==> src/rtl/run_control_unit.sv <==
// Run/halt sequencer: PC reset pulse, commit enable, single-step and breakpoint.
// Ports: clk_i, reset_i (sync, active-high), run_req_i/halt_req_i/step_req_i
//    (level requests, halt > step > run), pc_i, bp_en_i, bp_addr_i;
//    outputs pc_reset_o, cpu_en_o (commit enable), halted_o, state_o
//    (0 RST_HOLD, 1 HALT, 2 RUN, 3 STEP, 4 BREAK), cycle_count_o (commits).
// Optional: define RUN_CONTROL_BREAKPOINT_EN for breakpoint/BREAK support.
module run_control_unit #(
   parameter int PC_WIDTH     = 8,
   parameter int RESET_CYCLES = 3,
   parameter int CNT_WIDTH    = 16
) (
   input  logic                 clk_i,
   input  logic                 reset_i,
   input  logic                 run_req_i,
   input  logic                 halt_req_i,
   input  logic                 step_req_i,
   input  logic [PC_WIDTH-1:0]  pc_i,
   input  logic                 bp_en_i,
   input  logic [PC_WIDTH-1:0]  bp_addr_i,
   output logic                 pc_reset_o,
   output logic                 cpu_en_o,
   output logic                 halted_o,
   output logic [2:0]           state_o,
   output logic [CNT_WIDTH-1:0] cycle_count_o
);

   localparam logic [2:0] RST_HOLD = 3'd0;
   localparam logic [2:0] HALT     = 3'd1;
   localparam logic [2:0] RUN      = 3'd2;
   localparam logic [2:0] STEP     = 3'd3;
   localparam logic [2:0] BRK      = 3'd4;

   localparam int HW = (RESET_CYCLES > 1) ? $clog2(RESET_CYCLES) : 1;
   localparam logic [HW-1:0] HOLD_LAST = HW'(RESET_CYCLES - 1);

   logic [2:0]           state_q, state_d;
   logic [HW-1:0]        hold_q, hold_d;
   logic [CNT_WIDTH-1:0] cnt_q, cnt_d;
   logic                 bp_hit;
   logic                 cpu_en;

`ifdef RUN_CONTROL_BREAKPOINT_EN
   logic bp_skip_q, bp_skip_d;

   // bp_skip lets a resume execute the trapped instruction once
   assign bp_hit = bp_en_i && (pc_i == bp_addr_i) && !bp_skip_q;

   always_comb begin
      bp_skip_d = bp_skip_q;
      if (cpu_en)
         bp_skip_d = 1'b0;
      if (state_q == BRK && !halt_req_i && (step_req_i || run_req_i))
         bp_skip_d = 1'b1;
   end

   always_ff @(posedge clk_i) begin
      if (reset_i)
         bp_skip_q <= 1'b0;
      else
         bp_skip_q <= bp_skip_d;
   end
`else
   logic unused_bp;

   assign bp_hit    = 1'b0;
   assign unused_bp = ^{bp_en_i, bp_addr_i, pc_i};
`endif

   // Depends only on state and breakpoint match, never on requests
   always_comb begin
      cpu_en = 1'b0;
      case (state_q)
         RUN:     cpu_en = !bp_hit;
         STEP:    cpu_en = 1'b1;
         default: cpu_en = 1'b0;
      endcase
   end

   always_comb begin
      state_d = state_q;
      hold_d  = hold_q;
      case (state_q)
         RST_HOLD: begin
            if (hold_q == HOLD_LAST)
               state_d = HALT;
            else
               hold_d = hold_q + 1'b1;
         end
         HALT, BRK: begin
            if (halt_req_i)
               state_d = HALT;
            else if (step_req_i)
               state_d = STEP;
            else if (run_req_i)
               state_d = RUN;
         end
         RUN: begin
            if (halt_req_i)
               state_d = HALT;
            else if (bp_hit)
               state_d = BRK;
         end
         STEP:    state_d = HALT;
         default: state_d = RST_HOLD;
      endcase
   end

   assign cnt_d = cpu_en ? cnt_q + CNT_WIDTH'(1) : cnt_q;

   always_ff @(posedge clk_i) begin
      if (reset_i) begin
         state_q <= RST_HOLD;
         hold_q  <= '0;
         cnt_q   <= '0;
      end else begin
         state_q <= state_d;
         hold_q  <= hold_d;
         cnt_q   <= cnt_d;
      end
   end

   assign pc_reset_o    = (state_q == RST_HOLD);
   assign cpu_en_o      = cpu_en;
   assign halted_o      = (state_q == HALT) || (state_q == BRK);
   assign state_o       = state_q;
   assign cycle_count_o = cnt_q;

endmodule

==> config.mk <==
export PLATFORM = sky130hd
export DESIGN_NAME = run_control_unit
export DESIGN_NICKNAME = d
export VERILOG_FILES = /design/src/rtl/run_control_unit.sv
export SDC_FILE = /design/constraint.sdc
export NUM_CORES = 1
export LEC_CHECK = 0
export CAP_MARGIN = 40
export CORE_UTILIZATION = 41
export DETAILED_ROUTE_END_ITERATION = 7
export PLACE_DENSITY = 0.79
export SLEW_MARGIN = 20
export SYNTH_ARGS = -nofsm -noshare
export SYNTH_HDL_FRONTEND = slang
export SYNTH_SLANG_ARGS = --single-unit
==> constraint.sdc <==
create_clock -name clk_i -period 1.5 [get_ports clk_i]
set_input_delay 0.45 -clock clk_i [delete_from_list [all_inputs] [get_ports clk_i]]
set_output_delay 0.45 -clock clk_i [all_outputs]
set_load 0.05 [all_outputs]
### Word level (Yosys, flattened, before mapping)

Cells that the tools add are included.

| cells by class | value |
|---|---|
| $add $sub $neg | 2 |
| eq/ne operators | 8 |
| mux-type cells | 7 |
| bitwise operators | 1 |
| reduce and logical (&&, ||, !) cells | 6 |

Operators with widths:

| kind | number |
|---|---|
| $add A16 B1 Y16 const B | 1 |
| $mux W3 | 5 |
| $pmux W3 S4 | 1 |
| $eq A3 B2 Y1 const B | 2 |
| $ne A4 B4 Y1 const B | 1 |
| $reduce_or A2 Y1 | 2 |
| $eq A3 B1 Y1 const B | 1 |
| $eq A3 B3 Y1 const B | 1 |
| $logic_not A3 Y1 | 1 |
| $reduce_and A3 Y1 | 1 |
| $add A2 B1 Y2 const B | 1 |
| $eq A2 B2 Y1 const B | 1 |
| $ne A2 B1 Y1 const B | 1 |
| $ne A2 B2 Y1 const B | 1 |
| $reduce_and A2 Y1 | 1 |
| $logic_or A1 B1 Y1 | 1 |
| $mux W1 | 1 |
| $not A1 Y1 | 1 |

| word-level totals | value |
|---|---|
| flip-flop bits (word level) | 21 |
| input bits | 22 |
| output and inout bits | 22 |
| logic and storage cells | 27 |

### Depth between registers and ports, before layout

| logic depth | value |
|---|---|
| word-level depth | 4 |
| gate-level depth with buffers | 6 |
| mapped depth without buffers | 5 |

### Least setup slack after synthesis

No wires, ideal clock.

| timing | value |
|---|---|
| path kind | reg2reg |
| from | reg state_q[0] (netlist: state_o[0]) |
| to | reg state_q[1] (netlist: state_o[1]) |
| setup time | 86 ps |
| arrival time | 1908 ps |
| data required time | 1414 ps |
| slack | -493 ps |
| cell stages (with the launch flop) | 4 |
| path buffers | 0 |
| path through | dfxtp_1 > nor2b_1 > o21ai_0 > a211oi_1 |

| between the ends | value |
|---|---|
| word-level cells in the longest chain between the ends | 4 |

Ends and longest elaborated chain:

| item | RTL line | text |
|---|---|---|
| from (decl) | 36 | `logic [2:0] state_q, state_d;` |
| from (signal assigned) | 116 | `state_q <= state_d;` |
| $eq A3 B1 Y1 / $eq A3 B3 Y1 (equally long branches) | 82 | `case (state_q)` |
| $reduce_or A2 Y1 | 82 |  |
| $ne A4 B4 Y1 (no line) | n/a |  |
| $reduce_and A3 Y1 (no line) | n/a |  |

Parallel ways exist; a longest one is shown, timed or not.
A chain may end at the register's enable or synchronous reset.

### Worst setup path in the final report

| timing | value |
|---|---|
| from | reg state_q[1] (netlist: state_o[1]) |
| to | out state_o[1] |

RTL lines:

| item | RTL line | text |
|---|---|---|
| to (decl) | 23 | `output logic [2:0] state_o,` |

No word-level cell between the ends.

==> results_dict.tcl <==
set metrics [dict create \
    ys_ff_latch 20 \
    hold_depth 2 \
    clockBufferDepth 2 \
    clkSlewWorstSetupHoldPaths_ns 0.10 \
    synth_area_sq_um 983 \
    required_ns 1.05 \
    final_area_sq_mm 0.00158 \
    synth_area_leaders "dfxtp_1 (41%), nor2_1 (7.3%), xnor2_1 (5.3%)" \
    cp_cell_sequence "buf_4 > buf_12" \
    netlist.top_cell.by_area "dfxtp_1" \
    synth_top_area_share_pct 40.7 \
    drt_iter0_drc 7 \
    vias_per_cell 5.08 \
    cp_data_arrival_time_ns 1.01 \
    synth_common_cells "dfxtp_1 (20), nor2_1 (19), nand3_1 (6), nor2b_1 (6), xnor2_1 (6)" \
    worstHoldEndpoint "hold_q[1]" \
    r2r-end "cycle_count_o[5]" \
    ir_worst_vdd_uv 628 \
    synth_cells 108 \
    core-area_sq_mm 0.00223 \
    area_delta_synth_final_pct 60.7 \
    synth-edff-count 0 \
    detail_route.drc_violations 0 \
    initial_core_util_pct 44.0 \
    yosys.cell_count.top_type "dfxtp_1" \
    io_pins 44 \
    num_rows 17 \
    port_buffers 25 \
    skew_ns 0.000471 \
    hold_start "hold_q[1]" \
    cp_num_buf_inv 2 \
    setup_violations 0 \
    die_area_sq_mm 0.00260 \
    critPathKind "flip-flop to output pin" \
    n_antenna_cell 0 \
    avgRoutedWirePerCell_microns 12.7 \
    dp_hpwl_mm 1.60 \
    dr.pass1.iters 4 \
    crit_fanout 6 \
    yosysSeqAreaShare_pct 40.7 \
    tritoncts "built" \
    p_leak_uw 0.000614 \
    rsz0062_at_grt "true" \
    drive_above_1_share_pct 41.1 \
    cp_top_family "flip-flops" \
    nets 166 \
    cts-root-buf "clkbuf_4" \
    min_period_ns 1.46 \
    status "finished clean" \
    clock.fmax_mhz 687 \
    overflow 0 \
    worstRegToRegCells 5 \
    holdWs_ns 0.512 \
    groute.usage.overall_pct 17.6 \
    power.density_mw_per_mm2 865 \
    worst_path_max_delay_cell "dfxtp_4" \
    die_h_microns 51.0 \
    rrSetupSlack_ns 0.09 \
    ant_nets 0 \
    critical-path-max-stage-delay_ns 0.42 \
    cts_buffers 3 \
    r2r-start "state_o[1]" \
    async_flop_share_pct 0 \
    place_congestion 0.811 \
    slew_violations 0 \
    ys.warnings.count 0 \
    place_area_sq_mm 0.00152 \
    pre_cts_ws_ns -0.167 \
    start_kind "flip-flop" \
    fin_tns_setup_ns 0 \
    clock_latency_ns 0.29 \
    grt_pass1_wl_mm 3.46 \
    fin_ws_ns 0.0445 \
    wl_mm 2.14 \
    cts_max_level 1 \
    antenna_found_initial 0 \
    grt_pass1_vias 792 \
    cp-end-kind "output pin" \
    timing.final.crit_share_pct 97.0 \
    fp.dieW_microns 51.0 \
    synth_area_per_cell_sq_um 9.11 \
    synthesis.nets 132 \
    finalHoldViolCount 0 \
    ys.flop_type "dfxtp_1" \
    drv_cap 0 \
    grt_max_degree 13 \
    min_path_type "flip-flop to flip-flop" \
    synth.distinct_cells 31 \
    cts.sinks 20 \
    dr_total_vias 859 \
]
## sequential cells by signal (all words and copies together), names as in the netlist
name and count:
state_o 2, cycle_count_o 16, hold_q 2
## logic make-up after synthesis
group                    synth area share [%]
AND/OR/NAND/NOR                          31.0
flip-flops                               40.7
XOR/XNOR                                 9.80
buffers and inverters                    4.58
AO/OA/AOI/OAI                            4.58
multiplexers                             6.36
adder cells (fa/ha/maj)                  2.54
other                                   0.381
## how the worst max path moves through the flow
| stage | from | endpoint | slack (ns) | cells past startpoint |
|---|---|---|---|---|
| CTS | state_o[1] | halted_o | 0.02 | 2 |
| floorplan | cycle_count_o[6] | cycle_count_o[15] | 0.02 | 4 |
| detailed placement | reset_i | cycle_count_o[13] | -0.17 | 3 |
| global placement | reset_i | cycle_count_o[11] | -0.11 | 3 |
| finish | state_o[1] | state_o[1] | 0.04 | 2 |
| global route | state_o[0] | halted_o | -0.008 | 2 |
## cells in the final DEF, fill, tap and decap left out, drive strengths merged
cell           synthesis  routed
o21ai                  2       2
nand2                  5       5
nor2                  20      20
mux2i                  1       1
nor4                   1       1
inv                    2       2
nand3                  6       6
a21oi                  1       1
nor2b                  6       6
nand4                  6       6
xor2                   5       5
nand2b                 1       1
nor3                   5       5
a211oi                 4       4
buf                    3      31
ha                     2       2
dfxtp                 20      20
clkbuf                 3       4
conb                   1       1
clkdlybuf4s50          0       4
xnor2                  6       6
mux2                   4       4
and4                   2       2
or3                    1       1
nor4b                  1       1
## tightest hold or removal path, delay by kind of cell, from the launching register on
| family | cells | cell delay, ns |
|---|---|---|
| AO/OA/AOI/OAI | 1 | 0.05 |
| flip-flops | 1 | 0.33 |
| AND/OR/NAND/NOR | 1 | 0.10 |
## stage by stage
step                      std cells  util (%)  power (uW)
after floorplan                 108         -         898
after global placement          161      68.1        1070
after detailed placement        161      68.1        1100
after CTS                       166      69.7        1370
after global routing            169      70.8        1440
final                           169      70.8        1370
## area by class of cell
type	count	area (sq um)
Fill cell	174	653
Timing Repair Buffer	35	536
Tap cell	28	35.0
Inverter	2	7.51
Multi-Input combinational cell	80	553
Clock buffer	4	26.3
Sequential cell	20	423
## timing repair
action                                  CTS  global route
pin swaps                                 0             0
hold buffers                              0             0
endpoints found under the setup margin    4             3
gates resized for setup                   1             2
setup buffers                             2             3
## metal layers
metal  track usage [%]  part of all wire (%)  vias up  wire (microns)
met5                 0                     0        -               0
met3              2.68                   3.3        4              70
li1                  -                     -      436               -
met4              6.48                   1.2        0              26
met1              21.4                    43      403             925
met2              30.9                    52       16            1120
## power by group
group	leakage, uW	internal [uW]	switching, uW	total, uW
Clock	0.0000150	103	150	254
Combinational	0.000429	252	251	503
Sequential	0.000169	572	39.2	611
Total	0.000614	927	441	1370
(Power assumes the default switching activity.)
